$ cat src/rtl/blk_f6dfc6.sv
// Instruction-fetch stage: drives the instruction SRAM address from a PC register and
// remembers a branch redirect that ID resolves while the fetch side is frozen.
module blk_f6dfc6 #(
    parameter logic [31:0] RESET_PC = 32'hBFC0_0000
) (
    input  logic        clk,
    input  logic        rst,
    input  logic [5:0]  stall,
    input  logic [32:0] br_bus,
    output logic [32:0] if_to_id_bus,
    output logic        inst_sram_en,
    output logic [3:0]  inst_sram_wen,
    output logic [31:0] inst_sram_addr,
    output logic [31:0] inst_sram_wdata
);

    typedef enum logic [1:0] {
        BOOT = 2'd0,
        RUN  = 2'd1,
        HOLD = 2'd2
    } state_e;

    state_e      state_q, state_d;
    logic [31:0] pc_q, pc_d;
    logic        ce_q, ce_d;
    logic        pend_valid_q, pend_valid_d;
    logic [31:0] pend_addr_q, pend_addr_d;

    logic        br_e_s;
    logic [31:0] br_addr_s;
    logic [31:0] target_s;
    logic        unused_s;

    assign br_e_s    = br_bus[32];
    assign br_addr_s = br_bus[31:0];
    assign unused_s  = ^stall[5:2];

    // A captured redirect outranks a live branch, which outranks sequential fetch.
    assign target_s = pend_valid_q ? pend_addr_q
                    : (br_e_s ? br_addr_s : pc_q + 32'd4);

    // Next-state and datapath update for the fetch FSM.
    always_comb begin
        state_d      = state_q;
        pc_d         = pc_q;
        ce_d         = ce_q;
        pend_valid_d = pend_valid_q;
        pend_addr_d  = pend_addr_q;
        case (state_q)
            BOOT: begin
                if (!stall[0]) begin
                    pc_d    = RESET_PC;
                    ce_d    = 1'b1;
                    state_d = RUN;
                end else begin
                    ce_d    = 1'b0;
                end
            end
            RUN: begin
                if (!stall[0]) begin
                    pc_d         = target_s;
                    pend_valid_d = 1'b0;
                end else if (br_e_s && !stall[1]) begin
                    // ID moves past the branch while IF is frozen: keep the target.
                    pend_addr_d  = br_addr_s;
                    pend_valid_d = 1'b1;
                    state_d      = HOLD;
                end else begin
                    state_d      = RUN;
                end
            end
            HOLD: begin
                if (!stall[0]) begin
                    pc_d         = pend_addr_q;
                    pend_valid_d = 1'b0;
                    state_d      = RUN;
                end else begin
                    state_d      = HOLD;
                end
            end
            default: begin
                state_d      = BOOT;
                ce_d         = 1'b0;
                pend_valid_d = 1'b0;
            end
        endcase
    end

    // State registers with synchronous active-low reset.
    always_ff @(posedge clk) begin
        if (!rst) begin
            state_q      <= BOOT;
            pc_q         <= RESET_PC - 32'd4;
            ce_q         <= 1'b0;
            pend_valid_q <= 1'b0;
            pend_addr_q  <= 32'd0;
        end else begin
            state_q      <= state_d;
            pc_q         <= pc_d;
            ce_q         <= ce_d;
            pend_valid_q <= pend_valid_d;
            pend_addr_q  <= pend_addr_d;
        end
    end

    assign if_to_id_bus    = {ce_q, pc_q};
    assign inst_sram_en    = ce_q;
    assign inst_sram_addr  = pc_q;
    assign inst_sram_wen   = 4'b0000;
    assign inst_sram_wdata = 32'd0;

endmodule

$ cat config.mk
export PLATFORM = sky130hd
export DESIGN_NAME = blk_f6dfc6
export DESIGN_NICKNAME = d
export VERILOG_FILES = /design/src/rtl/blk_f6dfc6.sv
export SDC_FILE = /design/constraint.sdc
export NUM_CORES = 1
export LEC_CHECK = 0
export BUFFER_PORTS_ARGS = -buffer_cell sky130_fd_sc_hd__buf_2
export CAP_MARGIN = 20
export CORE_AREA = 2 2 116 130
export CTS_CLUSTER_SIZE = 28
export DETAILED_ROUTE_END_ITERATION = 16
export DIE_AREA = 0 0 118 132
export PLACE_DENSITY = 0.55
export SYNTH_ARGS = -nofsm -noshare
export SYNTH_HDL_FRONTEND = slang
export SYNTH_SLANG_ARGS = --single-unit
$ cat constraint.sdc
create_clock -name clk -period 3.2 [get_ports clk]
set_clock_uncertainty 0.2 [all_clocks]
set_input_delay 0.16 -clock clk [delete_from_list [all_inputs] [get_ports clk]]
set_output_delay 0.16 -clock clk [all_outputs]
set_load 0.05 [all_outputs]
**After elaboration in Yosys (flattened, before gate mapping)**

Cells that the tools add are included.

- $add $sub $neg: 1
- Equal/unequal tests: 7
- Muxes and demuxes: 17
- Bitwise operators: 1
- Reduce and logical (&&, ||, !) cells: 9

Operator list:

| cell | count |
|---|---|
| 32-bit 2-to-1 mux | 5 |
| 32-bit case mux with 3 select lines | 1 |
| 32-bit by 3-bit adder with 32-bit output, second input constant | 1 |
| 2-bit 2-to-1 mux | 4 |
| 2-bit != test, second input constant | 4 |
| 2-bit case mux with 3 select lines | 1 |
| 3-bit AND reduction | 2 |
| 1-bit 2-to-1 mux | 4 |
| 4-bit AND reduction | 1 |
| 3-bit != test, second input constant | 1 |
| 1-bit case mux with 3 select lines | 1 |
| 3-bit nonzero test | 1 |
| 2-bit by 1-bit equality test with 1-bit output, second input constant | 1 |
| 2-bit equality test, second input constant | 1 |
| 2-bit logical NOT | 1 |
| 1-bit case mux with 2 select lines | 1 |
| 2-bit AND reduction | 1 |
| 2-bit OR reduction | 1 |
| 1-bit logical AND | 1 |
| 1-bit logical NOT | 1 |
| 1-bit inverter | 1 |

- Register bits: 68
- Input bits: 41
- Output and inout bits: 102
- Logic and storage cells: 40

**Longest topological paths before layout**

Gate-level depths: netlist (run 1).

- Word-level depth: 5
- Depth in mapped cells: 9
- Depth with buffers taken out: 7

**Worst setup path after synthesis (run 1)**

No wires, ideal clock.

- Kind: flip-flop to flip-flop
- From: register pc_q[2] (netlist: inst_sram_addr[2])
- To: register pc_q[18] (netlist: inst_sram_addr[18])
- Library setup time: 0.116 ns
- Arrival time: 2.417 ns
- Required time: 2.884 ns
- Setup slack: 0.467 ns
- Cell stages (with the launch flop): 8
- Path buffers: 1
- Clock period less this slack: 2.733 ns
- Path through: dfxtp_1 ha_1 nand3_2 or4_4 buf_6 or2_4 xnor2_1 a31o_2

- Cells in the longest elaborated chain, start to end: 5

Ends and longest elaborated chain:

| element | RTL line | RTL |
|---|---|---|
| from (decl) | 24 | `logic [31:0] pc_q, pc_d;` |
| from (signal assigned) | 93 | `pc_q <= RESET_PC - 32'd4;` |
| from (signal assigned) | 99 | `pc_q <= pc_d;` |
| 32-bit by 3-bit adder with 32-bit output | 40 | `: (br_e_s ? br_addr_s : pc_q + 32'd4);` |
| 32-bit 2-to-1 mux | 40 |  |
| 32-bit 2-to-1 mux | 39 | `assign target_s = pend_valid_q ? pend_addr_q` |
| 32-bit 2-to-1 mux | 60 | `if (!stall[0]) begin` |
| 32-bit case mux with 3 select lines | 49 | `case (state_q)` |

Every way passes these cells. The select of a mux whose other input is x is not followed.
A chain may end at the register's enable or synchronous reset.

**Worst setup path after layout (run 1)**

- From: register state_q[0]
- To: register pc_q[13] (netlist: inst_sram_addr[13])

- Cells in the longest elaborated chain, start to end: 3
- Elaborated cells between the ends (all ways): 9
- Classes of those cells: eq/ne (5); mux (1); reduce/logical (3)

Ends and longest elaborated chain:

| element | RTL line | RTL |
|---|---|---|
| from (decl) | 23 | `state_e state_q, state_d;` |
| from (signal assigned) | 98 | `state_q <= state_d;` |
| 2-bit by 1-bit equality test with 1-bit output, or another cell as far along | 49 |  |
| 2-bit != test (no source line) or 3-bit nonzero test (tied branches) | - |  |
| 4-bit AND reduction (no source line) | - |  |

Parallel ways exist; a longest one is shown, timed or not.

==> reports/results.ini, run 1 <==
[pwr]
total_power_mw=2.94
ir_worst_vdd_mv=0.262
p_leak_nw=2.06
p_per_area_nw_per_um2=565

[global_routing]
track_usage_pct=16.3
grt_pass1_wl_mm=20.4
grt_max_degree=43
grt_pass1_vias=3952
antenna_found_initial=0
grt_overflow=0

[placed_design]
gp_congestion=0.835
io_buffers=102
post-dp-hpwl_mm=8.65

[clock_network]
cts_sinks=68
root_buffer=clkbuf_16
clkTransAtPathRegs_ps=60
tritoncts=yes
cts_buffer_depth=2
postCtsSetupRepairBufs=0
numCtsBuffers=9
h-tree-depth=3
clock_latency_ps=340

[layout]
nets=691
area_growth_pct=23.7
drive_gt1_share_pct=21.8
antenna_cells=0
nFillCells=1516

[floorplan]
initial_utilization_pct=29.6
rows=46
core_um2=14200
ioPinCount=143
die_area_um2=15600
die_w_um=118
die-height_um=132

[worst_setup_path]
critPathTopFamily=compound AO/OA/AOI/OAI gates
path_buf_inv=2
endpoint_kind=flip-flop
cp.required_ps=3210
critPathMaxFanout=16
worst_setup_path_start_kind=flip-flop
crit_arrival_ps=2650
critical_path_class=reg2reg
crit_chain=inv_1 -> ha_1 -> o31ai_1 -> nand2b_1 -> buf_4 -> a221oi_1 -> o21ai_0
slowest_delay_ps=470
cp_slowest_cell=o31ai_1

[detailed_routing]
ant_nets=0
wl_per_cell_um=15.3
first_pass_iters=5
drc=0
drt_iter0_markers=269
wl_mm=12.9
vias=4173
via_per_inst=4.96

[yosys]
synth_common_cells=101 x nand2_1, 70 x buf_4, 68 x dfxtp_1, 55 x a21oi_1
yosysTopAreaCell=dfxtp_1
syn_area_per_cell_um2=7.58
synth-seq-cells=68
yosysWarnings=0
synth_compound_area_share_pct=22.3
yosysTopAreaCellShare_pct=32.4
yosysUniqueCellTypes=60
synth_top_family_by_area=compound AO/OA/AOI/OAI gates
synth_edf_count=0
synth_xor_area_share_pct=3.54
synthTopCellsByArea=dfxtp_1 32%, buf_4 12%, nand2_1 9.0%
muxShareOfSynthArea_pct=2.17
synthAdderAreaFrac_pct=1.49
async_reset_ff_share_pct=0
yosys.area_share.simple_pct=21.2
synth-main-ff-cell=dfxtp_1
ys_seq_area_share_pct=32.4
syn_inst=555
yosysMostFrequentCell=nand2_1
syn_area_um2=4210

[sta]
fin_crit_sh_pct=82.7
worstMarginPinSlew_ps=681
max_freq_ghz=0.378
setup_tns_ps=0
setup_violations=0
maxSlewHeadroom_pct=54.6
fin_crit_ps=2650
finalMaxSlewViolations=0
hold_viol=0
rsz0062_at_grt=no

[run_status]
run_status=finished, final reports clean

[flow_run]
cap_violations=0

[worst_hold_path]
hp-class=in2reg

==> layer usage <==
layer,routed length [µm],up-vias,track usage (%)
li1,-,2027,-
met2,6310,154,28.3
met1,5680,1974,19.9
met5,0,-,0
met3,725,18,3.07
met4,210,0,6.02
==> worst register-to-register path, delay by kind of cell, from the launching register on <==
family | cells | cell delay [ps]
compound gates | 3 | 900
buf+inv | 2 | 390
flops | 1 | 380
simple gates | 1 | 340
fa+ha+maj | 1 | 300
==> state kept, by name (all words and copies together), names as in the netlist <==
| signal | flops |
|---|---|
| state_q | 2 |
| inst_sram_addr | 32 |
| inst_sram_en | 1 |
| pend_addr_q | 32 |
| pend_valid_q | 1 |
==> path summary, 6_finish.rpt <==
| kind | startpoint | endpoint | slack (ps) | depth (start not counted) |
|---|---|---|---|---|
| setup / recovery | state_q[0]$_SDFFE_PN0P_ | inst_sram_addr[13]$_SDFFE_PN1P_ | 550 | 7 |
| hold / removal | stall[0] | inst_sram_en$_SDFFE_PN0N_ | 60 | 4 |
| hold reg to reg | pend_addr_q[9]$_SDFFE_PN0P_ | pend_addr_q[9]$_SDFFE_PN0P_ | 250 | 2 |
| setup reg to reg | state_q[0]$_SDFFE_PN0P_ | inst_sram_addr[13]$_SDFFE_PN1P_ | 550 | 7 |
==> kinds of logic after synthesis <==
kind of cell | Yosys count
AOI/OAI and AO/OA | 147
xor gates and xnor gates | 17
adders and majority gates | 5
buffers and inverters | 116
DFF | 68
muxes | 9
other | 1
and+or+nand+nor | 192
==> repair_timing <==
action / in CTS / in global routing
endpoints found under the hold margin: 52 / 0
hold buffers: 33 / 0
resized for setup: 0 / 0
==> area by class of cell <==
type | instances | area, µm² | share of cell area (%)
Clock buffer | 9 | 225 | 4.33
Clock inverter | 7 | 123 | 2.36
Inverter | 13 | 48.8 | 0.938
Multi-Input combinational cell | 406 | 2270 | 43.7
Sequential cell | 68 | 1360 | 26.2
Tap cell | 192 | 240 | 4.62
Timing Repair Buffer | 147 | 931 | 17.9
==> through the flow <==
stage	instances	hold slack, ps	cell area [µm²]	worst slack, ps	util (%)
2_1_floorplan	590	96.0	4340	467	-
3_3_place_gp	793	213	4530	665	31.8
3_5_place_dp	793	220	4530	611	31.8
4_1_cts	842	55.4	5200	583	36.6
5_1_grt	842	90.0	5200	316	36.6
6_report	842	60.5	5200	554	36.6
==> power by group <==
group / internal (mW) / total, mW / switching (mW)
Clock: 0.765 / 1.18 / 0.411
Sequential: 0.894 / 0.971 / 0.0773
Combinational: 0.204 / 0.791 / 0.587
Total: 1.86 / 2.94 / 1.08
==> placed cells by master, fill, tap and decap left out, drive strengths merged, types with 3 or more instances in the layout <==
| cell type | instances |
|---|---|
| buf | 114 |
| nand2 | 101 |
| dfxtp | 68 |
| a21oi | 55 |
| conb | 36 |
| dlygate4sd3 | 33 |
| o21ai | 31 |
| nor2 | 26 |
| nand3 | 16 |
| a221oi | 14 |
| inv | 14 |
| nand4 | 10 |
| xor2 | 10 |
| o211ai | 9 |
| clkbuf | 9 |
| nor3 | 8 |
| mux2i | 8 |
| xnor2 | 7 |
| nand2b | 5 |
| ha | 5 |
| a31oi | 4 |
| a22oi | 4 |
| o311ai | 4 |
| nor4 | 4 |
| nor2b | 3 |
| and3 | 3 |
| nand3b | 3 |
| nor3b | 3 |
| a32oi | 3 |
| a2bb2oi | 3 |
| bufinv | 3 |
| o31a | 3 |
Note: power is estimated with default switching activity, not from simulation.
==> run 2, diff against run 1 <==
ABC_AREA = 1   (was not set)
CORE_AREA = 2 2 124 138   (was 2 2 116 130)
DIE_AREA = 0 0 126 140   (was 0 0 118 132)
clock period = 2.4 ns   (was 3.2 ns; I/O delays follow)
==> reports/results.ini, run 2 <==
[layout]
postLayoutCellArea_um2=5830  ; +12%
drive_gt1_share_pct=19.3  ; -2.5 points
nets=920  ; +33%
final_cell_mix=201 x nand2_1, 113 x nor2_1, 102 x buf_2
final_common_cell=nand2_1
antenna_cells=0  ; unchanged
fin_util_pct=36.0  ; -0.60 points
area_growth_pct=22.1
nFillCells=1804  ; +19%

[sta]
fin_crit_ps=2120  ; -529 ps
finalMaxSlewViolations=0  ; unchanged
fin_crit_sh_pct=88.2  ; +5.5 points
worstMarginPinSlew_ps=627  ; -54.2 ps
maxSlewHeadroom_pct=58.2  ; +3.6 points
hold_viol=0  ; unchanged
holdWs_ps=62.2  ; +1.75 ps
setup_tns_ps=0  ; unchanged
rsz0062_at_grt=no
setup_violations=0  ; unchanged
max_freq_ghz=0.472  ; +25%

[worst_hold_path]
hp-class=in2reg
holdPathStages=6  ; +2

[global_routing]
track_usage_pct=17.3  ; +1.0 points
grt_pass1_wl_mm=24.3  ; +19%
grt_pass1_vias=4527  ; +15%
antenna_found_initial=0  ; unchanged
grt_overflow=0  ; unchanged
grt_max_degree=36  ; -16%

[floorplan]
rows=49  ; +6.5%
core_um2=16200  ; +14%
die_w_um=126  ; +6.8%
initial_utilization_pct=29.5  ; -0.090 points
ioPinCount=143  ; unchanged
die_area_um2=17600  ; +13%
die-height_um=140  ; +6.1%

[run_status]
run_status=finished, final reports clean

[yosys]
yosysWarnings=0  ; unchanged
yosysTopAreaCellShare_pct=28.5  ; -3.9 points
synth_edf_count=0  ; unchanged
yosysTopAreaCell=dfxtp_1
syn_area_per_cell_um2=6.19  ; -18%
synth-seq-cells=68  ; unchanged
yosysUniqueCellTypes=38  ; -37%
ys_seq_area_share_pct=28.5  ; -3.9 points
yosysMostFrequentCell=nand2_1
async_reset_ff_share_pct=0  ; unchanged
synth-main-ff-cell=dfxtp_1
syn_area_um2=4770  ; +14%
synth_common_cells=201 x nand2_1, 113 x nor2_1, 77 x a21oi_1, 71 x buf_4, 68 x dfxtp_1
synthTopCellsByArea=dfxtp_1 29%, nand2_1 16%, buf_4 11%
syn_inst=771  ; +39%

[pwr]
p_leak_nw=2.83  ; +37%
ir_worst_vdd_mv=0.273  ; +4.4%
p_per_area_nw_per_um2=799  ; +41%
total_power_mw=4.66  ; +58%

[placed_design]
placed_area_um2=5200  ; +15%
io_buffers=102  ; unchanged
post-dp-hpwl_mm=11.4  ; +32%
gp_congestion=0.886  ; +6.1%

[detailed_routing]
drt_iter0_markers=378  ; +41%
via_per_inst=4.67  ; -5.9%
wl_mm=15.5  ; +20%
drc=0  ; unchanged
vias=5053  ; +21%
ant_nets=0  ; unchanged
first_pass_iters=4  ; -1
wl_per_cell_um=14.4  ; -6.5%

[worst_setup_path]
cp_slowest_cell=dfxtp_1
endpoint_kind=flip-flop
ff2ff_path_depth=7  ; unchanged
critPathMaxFanout=9  ; -7
crit_path_frequent_cell=a21oi_1
slowest_delay_ps=370  ; -100 ps
crit_chain=inv_1 -> ha_1 -> a21oi_1 -> clkinv_1 -> a32o_1 -> a21oi_1 -> o21ai_0
crit_arrival_ps=2140  ; -510 ps
cp.required_ps=2420  ; -790 ps
critical_path_class=reg2reg
worst_setup_path_start_kind=flip-flop

[clock_network]
postCtsSetupRepairBufs=0  ; unchanged
tritoncts=yes
cts_buffer_depth=2  ; unchanged
clock_latency_ps=340  ; about the same
cts_resized=0  ; unchanged
cts_sinks=68  ; unchanged
root_buffer=clkbuf_16
clkTransAtPathRegs_ps=60  ; about the same
numCtsBuffers=9  ; unchanged
h-tree-depth=3  ; unchanged

[flow_run]
cap_violations=0  ; unchanged

==> run 2: worst paths after layout <==
path	from	end	slack, ps
max	state_q[1]$_SDFFE_PN0P_	inst_sram_addr[4]$_SDFFE_PN1P_	280
min	stall[1]	state_q[1]$_SDFFE_PN0P_	60
max reg2reg	state_q[1]$_SDFFE_PN0P_	inst_sram_addr[4]$_SDFFE_PN1P_	280
min reg2reg	pend_addr_q[14]$_SDFFE_PN0P_	pend_addr_q[14]$_SDFFE_PN0P_	260
==> run 2: layout make-up <==
| class | count | area, µm² | share of cell area (%) |
|---|---|---|---|
| multi-input cells | 582 | 2680 | 45.9 |
| flip-flops and latches | 68 | 1360 | 23.4 |
| repair buffers | 160 | 1040 | 17.9 |
| well taps | 204 | 255 | 4.38 |
| clock buffers | 12 | 246 | 4.23 |
| inverters | 53 | 199 | 3.41 |
| clock inverters | 4 | 48.8 | 0.837 |
==> run 2: per-stage QoR <==
stage | std cells | setup slack [ps]
6_report | 1083 | 283
5_1_grt | 1083 | 94.0
4_1_cts | 1083 | 296
3_5_place_dp | 1034 | 308
3_3_place_gp | 1034 | 324
2_1_floorplan | 806 | 103
==> run 2: cell families (layout without fill, tap and decap cells) <==
| logic type | Yosys count | after routing | share of synthesized area [%] |
|---|---|---|---|
| and+or+nand+nor | 376 | 376 | 32.8 |
| AOI/OAI and AO/OA | 157 | 157 | 17.6 |
| buffers and inverters | 156 | 229 | 18.2 |
| DFF | 68 | 68 | 28.5 |
| xor gates and xnor gates | 8 | 8 | 1.47 |
| adders and majority gates | 5 | 5 | 1.31 |
| other | 1 | 36 | 0.0786 |
==> run 2: where the power goes <==
group	switching, mW	internal [mW]
Combinational	1.41	0.491
Clock	0.517	0.832
Sequential	0.169	1.24
Total	2.09	2.56
==> run 2: critical path, delay by kind of cell, from the launching register on <==
family	cells	cell delay, ps
buf+inv	2	280
fa+ha+maj	1	320
flops	1	370
compound gates	4	830
==> run 2: timing repair <==
action                                  CTS  global route
endpoints found under the setup margin    0             0
hold buffers                             33             0
endpoints found under the hold margin    40             0
==> run 2: per-layer routing <==
metal / vias to the layer above / GRT usage (%) / share of wire [%]
met5: - / 0 / 0
met4: 0 / 7.00 / 1.9
met3: 15 / 2.14 / 5.5
met2: 168 / 26.4 / 45
met1: 2281 / 24.6 / 48
li1: 2589 / - / -
==> run 3, diff against run 2 <==
RECOVER_POWER = 25   (was not set)
==> reports/results.ini, run 3 (synthesized netlist as in run 2, its figures left out) <==
[run_status]
run_status=finished, final reports clean

[pwr]
p_leak_nw=2.74  ; -3.0%
p_int_mw=2.54  ; -0.84%
p_sw_mw=2.11  ; +0.51%
p_comb_share_pct=40.5  ; -0.3 points
p_per_area_nw_per_um2=803  ; +0.48%
ir_worst_vdd_mv=0.273  ; about the same
clock_power_share_pct=29.1  ; about the same
power_switching_share_pct=45.3  ; +0.33 points
total_power_mw=4.65  ; -0.23%
p_seq_share_pct=30.4  ; +0.2 points

[detailed_routing]
vias=5073  ; +0.40%
first_pass_iters=4  ; unchanged
via_per_inst=4.68  ; +0.40%
wl_per_cell_um=14.4  ; +0.64%
wl_mm=15.6  ; +0.64%
drc=0  ; unchanged
ant_nets=0  ; unchanged
drt_iter0_markers=403  ; +6.6%

[sta]
fin_crit_ps=2110  ; -10.3 ps
finalMaxSlewViolations=0  ; unchanged
hold_viol=0  ; unchanged
worstMarginPinSlew_ps=629  ; +2.00 ps
maxSlewHeadroom_pct=58.0  ; -0.13 points
setup_tns_ps=0  ; unchanged
rsz0062_at_grt=no
max_freq_ghz=0.475  ; +0.49%
setup_violations=0  ; unchanged
fin_crit_sh_pct=87.8  ; -0.43 points
setup_ws_ps=293  ; +10.3 ps

[worst_setup_path]
crit_chain=inv_1 -> ha_1 -> a21oi_1 -> clkinv_1 -> a32o_1 -> a21oi_1 -> o21ai_0
critical_path_class=reg2reg
crit_path_frequent_cell=a21oi_1
crit_arrival_ps=2130  ; about the same
cp.required_ps=2420  ; about the same
worst_setup_path_start_kind=flip-flop
slowest_delay_ps=370  ; about the same
endpoint_kind=flip-flop
cp_slowest_cell=dfxtp_1
critPathMaxFanout=9  ; unchanged

[worst_hold_path]
hp-class=in2reg

[clock_network]
clock_latency_ps=340  ; about the same
clkTransAtPathRegs_ps=60  ; about the same
tritoncts=yes
numCtsBuffers=9  ; unchanged
root_buffer=clkbuf_16
h-tree-depth=3  ; unchanged
cts_buffer_depth=2  ; unchanged
cts_sinks=68  ; unchanged

[global_routing]
grt_pass1_vias=4527  ; unchanged
grt_overflow=0  ; unchanged
antenna_found_initial=0  ; unchanged
grt_max_degree=36  ; unchanged
grt_pass1_wl_mm=24.3  ; unchanged
track_usage_pct=17.3  ; unchanged

[layout]
drive_gt1_share_pct=15.6  ; -3.8 points
final_cell_mix=201 x nand2_1, 113 x nor2_1, 77 x a21oi_1
antenna_cells=0  ; unchanged
nets=920  ; unchanged
nFillCells=1825  ; +1.2%
fin_util_pct=35.7  ; -0.26 points
area_growth_pct=21.2
final_common_cell=nand2_1

[floorplan]
die_w_um=126  ; unchanged
die-height_um=140  ; unchanged
rows=49  ; unchanged
ioPinCount=143  ; unchanged
die_area_um2=17600  ; unchanged
initial_utilization_pct=29.5  ; unchanged
core_um2=16200  ; unchanged

[flow_run]
cap_violations=0  ; unchanged

[placed_design]
gp_congestion=0.886  ; unchanged
pre_cts_slack_ps=308  ; unchanged
post-dp-hpwl_mm=11.4  ; unchanged
io_buffers=102  ; unchanged

[run 3: cell count changes in the layout (fill, tap and decap cells not counted), sizes merged]
cell,before,now
buf,127,94
clkbuf,12,45
[run 3: path summary, 6_finish.rpt]
| path | end | slack, ps | startpoint | cells after the start |
|---|---|---|---|---|
| worst min register to register | pend_addr_q[14]$_SDFFE_PN0P_ | 260 | pend_addr_q[14]$_SDFFE_PN0P_ | 2 |
| worst max-delay path | inst_sram_addr[4]$_SDFFE_PN1P_ | 290 | state_q[1]$_SDFFE_PN0P_ | 7 |
| worst min-delay path | state_q[1]$_SDFFE_PN0P_ | 60 | stall[1] | 6 |
| worst max register to register | inst_sram_addr[4]$_SDFFE_PN1P_ | 290 | state_q[1]$_SDFFE_PN0P_ | 7 |
[run 3: what timing repair did]
item,4_1_cts,5_1_grt
resized for setup,0,0
hold endpoints to repair,40,0
buffers inserted,0,0
hold buffers,33,0
[run 3: layout make-up]
cell class                      instances  area, µm²  share of cell area, %
Clock buffer                           12        246                   4.26
Clock inverter                          4       48.8                  0.843
Inverter                               53        199                   3.44
Multi-Input combinational cell        582       2680                   46.2
Sequential cell                        68       1360                   23.5
Tap cell                              204        255                   4.41
Timing Repair Buffer                  160       1000                   17.3
[run 3: stage by stage]
stage	hold WS (ps)	instances	instance area, µm²
after floorplan	54.9	806	4900
after global routing	86.0	1083	5790
after CTS	50.1	1083	5830
final	61.4	1083	5790
after detailed placement	169	1034	5200
after global placement	165	1034	5200
[run 3: critical path: cells and delay by family (launching register included)]
family	cells	cell delay (ps)
adders and majority gates	1	320
AOI/OAI and AO/OA	4	820
buffers and inverters	2	280
DFF	1	370
[run 3: power by group through the flow]
stage | clock network [mW] | logic (mW) | registers [mW]
2_1_floorplan | 0 | 1.25 | 1.68
3_3_place_gp | 0 | 1.86 | 1.43
3_5_place_dp | 0 | 1.85 | 1.44
4_1_cts | 1.38 | 1.90 | 1.41
5_1_grt | 1.42 | 2.03 | 1.43
6_report | 1.35 | 1.88 | 1.41
[run 3: metal layers]
layer,global-route usage (%),wire length [µm]
met5,0,0
met2,26.4,6940
met4,7.00,311
met3,2.14,821
met1,24.6,7570
